==> config.mk <==
export PLATFORM = sky130hd
export DESIGN_NAME = dma_ch_xfer
export DESIGN_NICKNAME = d
export VERILOG_FILES = /design/src/rtl/dma_ch_xfer.sv
export SDC_FILE = /design/constraint.sdc
export NUM_CORES = 1
export LEC_CHECK = 0
export BUFFER_PORTS_ARGS = -buffer_cell sky130_fd_sc_hd__clkbuf_2
export CAP_MARGIN = 5
export CORE_UTILIZATION = 30
export DETAILED_ROUTE_END_ITERATION = 7
export PLACE_DENSITY_LB_ADDON = 0.08
export SYNTH_ARGS = -nofsm -noshare
export SYNTH_HDL_FRONTEND = slang
export SYNTH_SLANG_ARGS = --single-unit
==> constraint.sdc <==
create_clock -name clk -period 11.6 [get_ports clk]
set_input_delay 2.32 -clock clk [delete_from_list [all_inputs] [get_ports clk]]
set_output_delay 2.32 -clock clk [all_outputs]
set_load 0.01 [all_outputs]
==> src/rtl/dma_ch_xfer.sv <==
// Per-channel DMA transfer engine. Fills the channel FIFO from source memory
// during the t0 phase and drains it to destination memory during the t1
// phase, moving at most BURST words per arbiter grant on a single-outstanding
// request/grant/rvalid bus.
module dma_ch_xfer #(
  parameter int DW    = 32,
  parameter int AW    = 32,
  parameter int DEPTH = 16,
  parameter int BURST = 4,
  parameter int LW    = 16
) (
  input  logic          clk,
  input  logic          rstn,
  input  logic          ch_en,
  input  logic          target,
  input  logic [AW-1:0] src_addr,
  input  logic [AW-1:0] dst_addr,
  input  logic [LW-1:0] xfer_len,
  input  logic          en,
  output logic          req_done,
  output logic          t0_done,
  output logic          fifo_empty,
  output logic          fifo_full,
  output logic          bus_req,
  output logic          bus_we,
  output logic [AW-1:0] bus_addr,
  output logic [DW-1:0] bus_wdata,
  input  logic          bus_gnt,
  input  logic          bus_rvalid,
  input  logic [DW-1:0] bus_rdata
);

  localparam int PW = $clog2(DEPTH);
  localparam int CW = PW + 1;
  localparam logic [CW-1:0] DEPTH_C = CW'(DEPTH);
  localparam logic [CW-1:0] BURST_C = CW'(BURST);
  localparam logic [CW-1:0] ONE_C   = CW'(1);
  localparam logic [PW-1:0] PONE_C  = PW'(1);
  localparam logic [LW-1:0] LONE_C  = LW'(1);
  localparam logic [AW-1:0] STEP_C  = AW'(DW / 8);

  typedef enum logic [2:0] {
    IDLE,
    RD_REQ,
    RD_WAIT,
    WR_REQ,
    DONE,
    HOLD
  } state_t;

  state_t        state_reg;
  logic          ch_en_reg;
  logic [AW-1:0] rd_ptr_addr_reg;
  logic [AW-1:0] wr_ptr_addr_reg;
  logic [LW-1:0] rd_left_reg;
  logic [LW-1:0] wr_left_reg;
  logic [CW-1:0] beat_cnt_reg;

  logic          req_done_reg;
  logic          t0_done_reg;
  logic          bus_req_reg;
  logic          bus_we_reg;
  logic [AW-1:0] bus_addr_reg;
  logic [DW-1:0] bus_wdata_reg;

  // FIFO state
  logic [DW-1:0] mem [DEPTH];
  logic [PW-1:0] head_reg;
  logic [PW-1:0] tail_reg;
  logic [CW-1:0] count_reg;
  logic [CW-1:0] count_next;
  logic          fifo_empty_reg;
  logic          fifo_full_reg;

  logic          start;
  logic          push;
  logic          pop;
  logic [CW-1:0] beat_inc;
  logic          rd_more;
  logic          wr_more;

  // A transfer starts on the registered rising edge of ch_en.
  assign start = ch_en & ~ch_en_reg;

  // The engine is single-phase per grant, so push and pop never coincide.
  assign push = (state_reg == RD_WAIT) && bus_rvalid;
  assign pop  = (state_reg == WR_REQ) && bus_gnt;

  assign beat_inc = beat_cnt_reg + ONE_C;

  // Another read fits in this grant: burst budget, words left, FIFO room.
  assign rd_more = (beat_inc < BURST_C) && (rd_left_reg > LONE_C) &&
                   ((count_reg + ONE_C) < DEPTH_C);

  // Another write fits in this grant: burst budget, FIFO data, words left.
  assign wr_more = (beat_inc < BURST_C) && (count_reg > ONE_C) &&
                   (wr_left_reg > LONE_C);

  // Next FIFO occupancy from this cycle's push or pop.
  always_comb begin
    count_next = count_reg;
    if (push) begin
      count_next = count_reg + ONE_C;
    end else if (pop) begin
      count_next = count_reg - ONE_C;
    end
  end

  // FIFO storage; no reset on the array so it can map onto block RAM.
  always_ff @(posedge clk) begin
    if (push) begin
      mem[tail_reg] <= bus_rdata;
    end
  end

  // FIFO pointers, occupancy and registered empty/full flags.
  always_ff @(posedge clk or negedge rstn) begin
    if (!rstn) begin
      head_reg       <= '0;
      tail_reg       <= '0;
      count_reg      <= '0;
      fifo_empty_reg <= 1'b1;
      fifo_full_reg  <= 1'b0;
    end else begin
      if (push) begin
        tail_reg <= tail_reg + PONE_C;
      end
      if (pop) begin
        head_reg <= head_reg + PONE_C;
      end
      count_reg      <= count_next;
      fifo_empty_reg <= (count_next == '0);
      fifo_full_reg  <= (count_next == DEPTH_C);
    end
  end

  // Transfer FSM with registered bus outputs, plus transfer start latching.
  always_ff @(posedge clk or negedge rstn) begin
    if (!rstn) begin
      state_reg       <= IDLE;
      ch_en_reg       <= 1'b0;
      rd_ptr_addr_reg <= '0;
      wr_ptr_addr_reg <= '0;
      rd_left_reg     <= '0;
      wr_left_reg     <= '0;
      beat_cnt_reg    <= '0;
      req_done_reg    <= 1'b0;
      t0_done_reg     <= 1'b0;
      bus_req_reg     <= 1'b0;
      bus_we_reg      <= 1'b0;
      bus_addr_reg    <= '0;
      bus_wdata_reg   <= '0;
    end else begin
      ch_en_reg    <= ch_en;
      req_done_reg <= 1'b0;

      case (state_reg)
        IDLE: begin
          if (en) begin
            beat_cnt_reg <= '0;
            if (ch_en && !target && (rd_left_reg != '0) && !fifo_full_reg) begin
              state_reg    <= RD_REQ;
              bus_req_reg  <= 1'b1;
              bus_we_reg   <= 1'b0;
              bus_addr_reg <= rd_ptr_addr_reg;
            end else if (ch_en && target && !fifo_empty_reg && (wr_left_reg != '0)) begin
              state_reg     <= WR_REQ;
              bus_req_reg   <= 1'b1;
              bus_we_reg    <= 1'b1;
              bus_addr_reg  <= wr_ptr_addr_reg;
              bus_wdata_reg <= mem[head_reg];
            end else begin
              // Nothing to move: answer the grant without touching the bus.
              state_reg <= DONE;
            end
          end
        end

        RD_REQ: begin
          if (bus_gnt) begin
            bus_req_reg <= 1'b0;
            state_reg   <= RD_WAIT;
          end
        end

        RD_WAIT: begin
          if (bus_rvalid) begin
            rd_ptr_addr_reg <= rd_ptr_addr_reg + STEP_C;
            rd_left_reg     <= rd_left_reg - LONE_C;
            beat_cnt_reg    <= beat_inc;
            if (rd_left_reg == LONE_C) begin
              t0_done_reg <= 1'b1;
            end
            if (rd_more) begin
              state_reg    <= RD_REQ;
              bus_req_reg  <= 1'b1;
              bus_addr_reg <= rd_ptr_addr_reg + STEP_C;
            end else begin
              state_reg <= DONE;
            end
          end
        end

        WR_REQ: begin
          if (bus_gnt) begin
            wr_ptr_addr_reg <= wr_ptr_addr_reg + STEP_C;
            wr_left_reg     <= wr_left_reg - LONE_C;
            beat_cnt_reg    <= beat_inc;
            if (wr_more) begin
              // The word behind the head becomes the next write data.
              bus_addr_reg  <= wr_ptr_addr_reg + STEP_C;
              bus_wdata_reg <= mem[head_reg + PONE_C];
            end else begin
              bus_req_reg <= 1'b0;
              bus_we_reg  <= 1'b0;
              state_reg   <= DONE;
            end
          end
        end

        DONE: begin
          req_done_reg <= 1'b1;
          state_reg    <= HOLD;
        end

        HOLD: begin
          // The arbiter drops en after seeing req_done; wait for it so one
          // grant never yields two bursts.
          if (!en) begin
            state_reg <= IDLE;
          end
        end

        default: begin
          state_reg <= IDLE;
        end
      endcase

      // A new transfer reloads addresses and word counts.
      if (start) begin
        rd_ptr_addr_reg <= src_addr;
        wr_ptr_addr_reg <= dst_addr;
        rd_left_reg     <= xfer_len;
        wr_left_reg     <= xfer_len;
        t0_done_reg     <= (xfer_len == '0);
      end
    end
  end

  assign req_done   = req_done_reg;
  assign t0_done    = t0_done_reg;
  assign fifo_empty = fifo_empty_reg;
  assign fifo_full  = fifo_full_reg;
  assign bus_req    = bus_req_reg;
  assign bus_we     = bus_we_reg;
  assign bus_addr   = bus_addr_reg;
  assign bus_wdata  = bus_wdata_reg;

endmodule

Word-level counts from Yosys, hierarchy flattened
Memory sizes are Yosys's and may differ from the RTL's. Index checks and enable logic that the tools add are counted.

Bits in registers: 188. Memories kept: 1. RAM bits: 512. Bits in latches: 0. Memory bits (read-only): 0.

Memory list: mem (words 16, width 32, read ports 2, clocked after Yosys merged registers in 0, wr ports 1, RTL line 67) `logic [DW-1:0] mem [DEPTH];`.

Add/subtract/negate cells: 9. Bitwise gates (word level): 2. Equal/unequal tests: 18. Shifts and indexed selects: 0. $mul: 0. Magnitude comparators: 5. Divide/modulo/power cells: 0. Reduce and logical (&&, ||, !) cells: 37. Multiplexer cells: 61.

Operators by type and width (count): two-way mux 32 bit (18); two-way mux 16 bit (6); one-hot mux 32 bit (3 select lines) (1); adder 32 x 3 -> 32 bit, second input constant (2); one-hot mux 32 bit (2 select lines) (1); greater-than comparator 16 x 1 -> 1 bit, second input constant (2); nonzero test 16 bit (2); subtractor 16 x 1 -> 16 bit, second input constant (2); two-way mux 3 bit (9); two-way mux 5 bit (5); inequality test 2 bit, second input constant (10); one-hot mux 3 bit (6 select lines) (1); two-way mux 1 bit (17); == test 16 x 1 -> 1 bit, second input constant (1); logical NOT 16 bit (1); one-hot mux 5 bit (3 select lines) (1); logical AND 1 bit (12); AND reduction 6 bit (2); nonzero test 2 bit (6); adder 5 x 1 -> 5 bit, second input constant (2); adder 4 x 1 -> 4 bit, second input constant (2); AND reduction 8 bit (1); AND reduction 7 bit (1); == test 3 x 2 -> 1 bit, second input constant (2); other kinds (21) (25).

Longest topological paths before layout
Depth after elaboration: 7. Mapped depth: 10.

Worst setup path after synthesis
OpenSTA, ideal clock, no wires.

Kind: input to register. Start point: input bus_rvalid. End point: memory mem[3][0], enable pin. Buffers on the path: 2. Stages: 5. Setup time: 0.461 ns. Slack: 5.598 ns. Data required time: 11.139 ns. Arrival: 5.541 ns. Cell sequence: and4bb_1 -> clkbuf_1 -> clkbuf_1 -> nand2_1 -> nor3_1.

Longest elaborated chain between the ends: 3.

RTL lines: start, declared (RTL line 29) `input logic bus_rvalid,`; logical AND 1 bit (RTL line 86) `assign push = (state_reg == RD_WAIT) && bus_rvalid;`; two-way mux 1 bit (RTL line 111) `if (push) begin`; two-way mux 1 bit (implied by the code) (RTL line 112) `mem[tail_reg] <= bus_rdata;`; end, declared (RTL line 67).

No other way between the ends.

Worst setup path after layout
Start point: register head_reg[0]. End point: register bus_wdata_reg[0] (netlist: bus_wdata[0]).

Longest elaborated chain between the ends: 5. Elaborated cells between the ends (all ways): 8.

RTL lines: start, declared (RTL line 68) `logic [PW-1:0] head_reg;`; start signal, assigned (RTL line 129) `head_reg <= head_reg + PONE_C;`; adder 4 x 1 -> 4 bit / memory read (16 x 32 bit) (equally long branches); memory read (16 x 32 bit) (*); two-way mux 32 bit (on tied branches) (RTL line 209, 161); two-way mux 32 bit (on tied branches) (RTL line 205, 159); one-hot mux 32 bit (2 select lines) (*) (RTL line 157) `case (state_reg)`; end signal, assigned (RTL line 171) `bus_wdata_reg <= mem[head_reg];`; end signal, assigned (RTL line 212) `bus_wdata_reg <= mem[head_reg + PONE_C];`; end, declared (RTL line 64) `logic [DW-1:0] bus_wdata_reg;`.

Mark *: on every way between the ends. The rest lies on a longest branch, timed or not. The select of a mux whose other input is x is not followed. A chain may end at the register's enable or synchronous reset.

==> results.md <==
- Setup repair after global routing left no endpoint under its margin.
- The number of antenna violations at the first check in global routing is 8.
- Walking the worst path, the cells encountered are buf_4, buf_4, buf_4, mux4_2, mux4_2, a21oi_1, a21oi_1.
- The clock skew is between 0.02 and 0.025 ns.
- The path with the worst hold slack has its endpoint at rd_ptr_addr_reg[1]$_DFFE_PN0P_.
- Once the clock tree was built, the resizer swapped 0 gates to a different size.
- The level count of the clock H-tree is 3.
- The die extent in x is 340.6 microns.
- The largest individual stage delay along the critical path comes from the cell buf_4.
- During synthesis, Yosys emitted a total of 0 warnings.
- The maximum single-stage delay on the critical path is 0.89 ns.
- STA puts the critical path data arrival time at 5.07 ns.
- The met1 routing resource usage after global routing is 0.2420.
- The worst vdd rail ir drop is ~0.13 mV.
- The final layout contains 2,584 nets.
- The total power after layout is between 0.008 and 0.009 W.
- The minimum clock period is 4.573 ns.
- Counting flops with an async set or reset pin after synthesis yields a share of 0.2686.
- During placement, the flow inserted port buffers numbering 188.
- In the synthesized netlist the dominant register cell turns out to be edfxtp_1.
- The final non-filler cell total is ~4,000.
- The mean area per synthesized cell is around 15 sq um.
- The count of fill cells added during filler insertion is around 11,000.
- Summed over all layers, the global routing overflow is 0.
- The portion of the clock cycle consumed by the worst path in the final layout is 0.3942.
- The floorplan core area is between 100,000 and 150,000 sq um.
- The post-synthesis sequential area ratio is 0.5838.
- The final route contains 21,330 vias.
- The flip-flop count of the largest register after layout is ~500.
- The count of cell types in the netlist is 80.
- Entering global routing, the biggest net connects 74 pins.
- Sorting the synthesized cells by area gives the leading types as edfxtp_1, mux4_2, dfrtp_1.
- The reg-to-reg startpoint is head_reg[0]$_DFFE_PN0P_.
- The top cell type's share of synthesized area is 0.4470.
- In the synthesized netlist, the number of instances is roughly 2,300.
- The type of the most critical hold path is flop to flop.
- The detailed router finished its first iteration with between 1,000 and 1,500 violations.
- In this run the cell area of the synthesized design comes to 34,400 sq um.
- The global routing usage on met2 is 0.2982.
- The final number of max-transition violations came to 0.
- Timing would allow up to 0.2187 GHz.
- Once the clock tree was built, the setup fixing pass inserted 0 buffers.
- The clock root buffer is clkbuf_16.
- The cell that appears most often on the critical path is buf_4.
- The routing usage on met3 is 0.03376.
- At the later pin of the worst-skew pair, clock insertion delay measures 0.65 ns.
- The global routing's busiest layer is met2.
- The synthesis-to-layout area growth is 16.25%.
- After legalization and detailed placement, the total HPWL measured around 64,000 microns.
- The register with the most flip-flops is mem.
- Hold is met by between 0.4 and 0.5 ns.
- For the pin with the worst max-slew slack, the measured transition is approximately 1.1 ns.
- The top-level port count is ~190.
- The ratio of total power to cell area is between 200 and 250 nW/um^2.
- In this run the worst path has a maximum fanout of a little under 60.
- Summing all multi-input logic gate instances after layout gives around 14,000 sq um.
- STA puts the critical path data required time at 12.10 ns.
- The number of global-route vias before repair is 22,580.
- The fraction of layout instances using a drive strength above 1 is 0.2962.
- The launch point of the worst hold path is rd_ptr_addr_reg[1]$_DFFE_PN0P_.
- The startpoint type of the worst setup path is a flop.
- For this run, the total global-route usage over all layers was measured as 0.1806.
- The CTS sink count is 700.
- The max capacitance violation total is 0.
- Routability-driven placement finished with a final weighted congestion of between 0.7 and 0.8.
- The average wire length per cell after detail routing is around 26 microns.
- The detail route stage leaves a number of antenna-violating nets equal to 0.
- After clock tree synthesis, the clock-pin slew on the worst setup and hold paths is about 0.06 ns.
- The area taken by flip-flops and latches is ~20,000 sq um.
- In this run the static leakage power is about 13 nW.
- The classification of the worst setup path is flop to flop.
- For the final routed database, the setup TNS stands at 0 ns.
- The routed wire length is 104,200 microns.
- In this run the vertical extent of the chip is between 300 and 400 microns.
- Counting the buffers created by CTS gives 86.
- Row generation in the floorplan step produced 123 rows.
- The count of state elements after synthesis is 700.
- The first global-routing pass estimated approximately 160,000 microns of wire.
- The quantity of hold-fixing buffers added after cts is 0.
- Dividing the detail-routed via count by the number of cells gives 5.302.
- The nature of the critical path endpoint is a flop.
- The DRC violations left is 0.
- The CTS tree is yes.
- Setup violations remaining at the end of the flow were counted as 0.
- The worst pin sits at a relative slew slack of 0.2796.
- Synthesis produced a netlist with a net count of between 2,000 and 2,500.
- In this run, synthesis inferred slightly above 500 flip-flops with an integrated enable.
- The cell accounting for the most synthesized area is edfxtp_1.
- For this run, the detailed router's first-pass iteration total came to 5.
- Counting tap cells, the placed design contains a total of slightly below 4,000 instances.
- The die area is about 120,000 sq um.
- No sink is reached through more buffers than the 3 on the longest clock path.
- The number of cell instances on the worst register-to-register path is 7.
- The worst register-to-register path has a setup slack of 7.03 ns.
- The number of hold-slack violations in the final timing report was 0.
- The flow ran to the end, and the final reports show no timing, DRC or antenna violations.
- The cell count of the worst hold path is 2.
- The effective utilization at floorplan is 0.3041.
- The destination of the worst register-to-register timing path is bus_wdata[0]$_DFFE_PN0P_.
-- cell type report --
type	count	share of cell area
clock buffers	132	0.06443
flip-flops and latches	700	0.5025
repair buffers	241	0.03373
inverters	21	0.001971
diodes	1	0.00006258
clock inverters	29	0.008261
well taps	1500	0.04694
multi-input cells	1399	0.3422
-- logic make-up (layout without fill, tap and decap cells) --
family,count (synthesis),count (layout),share of synthesized area
AOI/OAI and AO/OA,336,336,0.05769
xor gates and xnor gates,119,119,0.03030
adders and majority gates,16,16,0.005820
buffers and inverters,190,423,0.02361
DFF,700,700,0.5838
muxes,402,402,0.2230
other,0,1,0
and+or+nand+nor,526,526,0.07577
-- worst max-delay path: cells and delay by family, from the launching register on --
family | cells | cell delay, ns
buffers and inverters | 3 | 2.23
muxes | 2 | 1.07
AOI/OAI and AO/OA | 2 | 0.53
DFF | 1 | 0.43
-- cell usage in the layout, fill, tap and decap left out, types with 53 or more instances in the layout --
master	count
clkbuf_16	87
dfrtp_1	184
mux2i_1	79
nand2_1	163
xnor2_1	77
o21ai_0	101
a21oi_1	111
edfxtp_1	512
mux4_2	288
buf_4	53
nor2_1	116
clkbuf_2	187
-- through the flow --
step	setup WS [ns]	instance area [sq um]	util
finish	7.027	39990	0.3535
global route	6.672	39990	0.3535
CTS	6.956	39980	0.3535
detailed placement	6.543	37080	0.3278
global placement	6.612	37080	0.3278
floorplan	5.598	34400	-
-- synthesized netlist by cell type (3+ instances only) --
cell type,n
clkbuf_1,95
buf_4,5
and4_1,9
o211ai_1,14
or4_4,4
a22oi_1,4
nor2b_1,4
buf_2,58
edfxtp_1,512
a21oi_1,111
a31oi_1,14
nand2_1,164
xnor2_1,78
nand2b_1,9
nor4_1,37
a21o_1,4
nand4_1,35
o31a_1,7
nand3_1,40
mux2i_1,79
and3_1,11
xor2_1,41
ha_1,16
nand3b_1,3
o311ai_0,5
buf_1,10
nor2_1,129
or3_1,9
o21ai_1,7
mux4_2,288
dfrtp_1,187
or4_1,4
nor3_1,35
mux2_2,34
o21ai_0,101
a211oi_1,5
o22ai_1,36
and2_1,9
nor3b_1,6
inv_1,20
-- where the power goes --
part	internal, W	switching [W]
Clock	0.00164	0.00109
Sequential	0.00291	0.000278
Combinational	0.00146	0.00151
-- worst max path at each step --
stage,startpoint,end,depth (start not counted)
6_report,head_reg[0]$_DFFE_PN0P_,bus_wdata[0]$_DFFE_PN0P_,7
5_1_grt,head_reg[0]$_DFFE_PN0P_,bus_wdata[15]$_DFFE_PN0P_,7
4_1_cts,head_reg[0]$_DFFE_PN0P_,bus_wdata[0]$_DFFE_PN0P_,7
3_5_place_dp,bus_rvalid,mem[11][2]$_DFFE_PP_,6
3_3_place_gp,bus_rvalid,mem[11][2]$_DFFE_PP_,6
2_1_floorplan,bus_rvalid,mem[3][0]$_DFFE_PP_,5
-- layer usage --
metal | vias up | share of wire
met1 | 11220 | 0.44
met5 | - | 0.00059
met3 | 157 | 0.045
met4 | 10 | 0.028
li1 | 9441 | -
met2 | 497 | 0.49
Power figures use the tool's default switching activity.
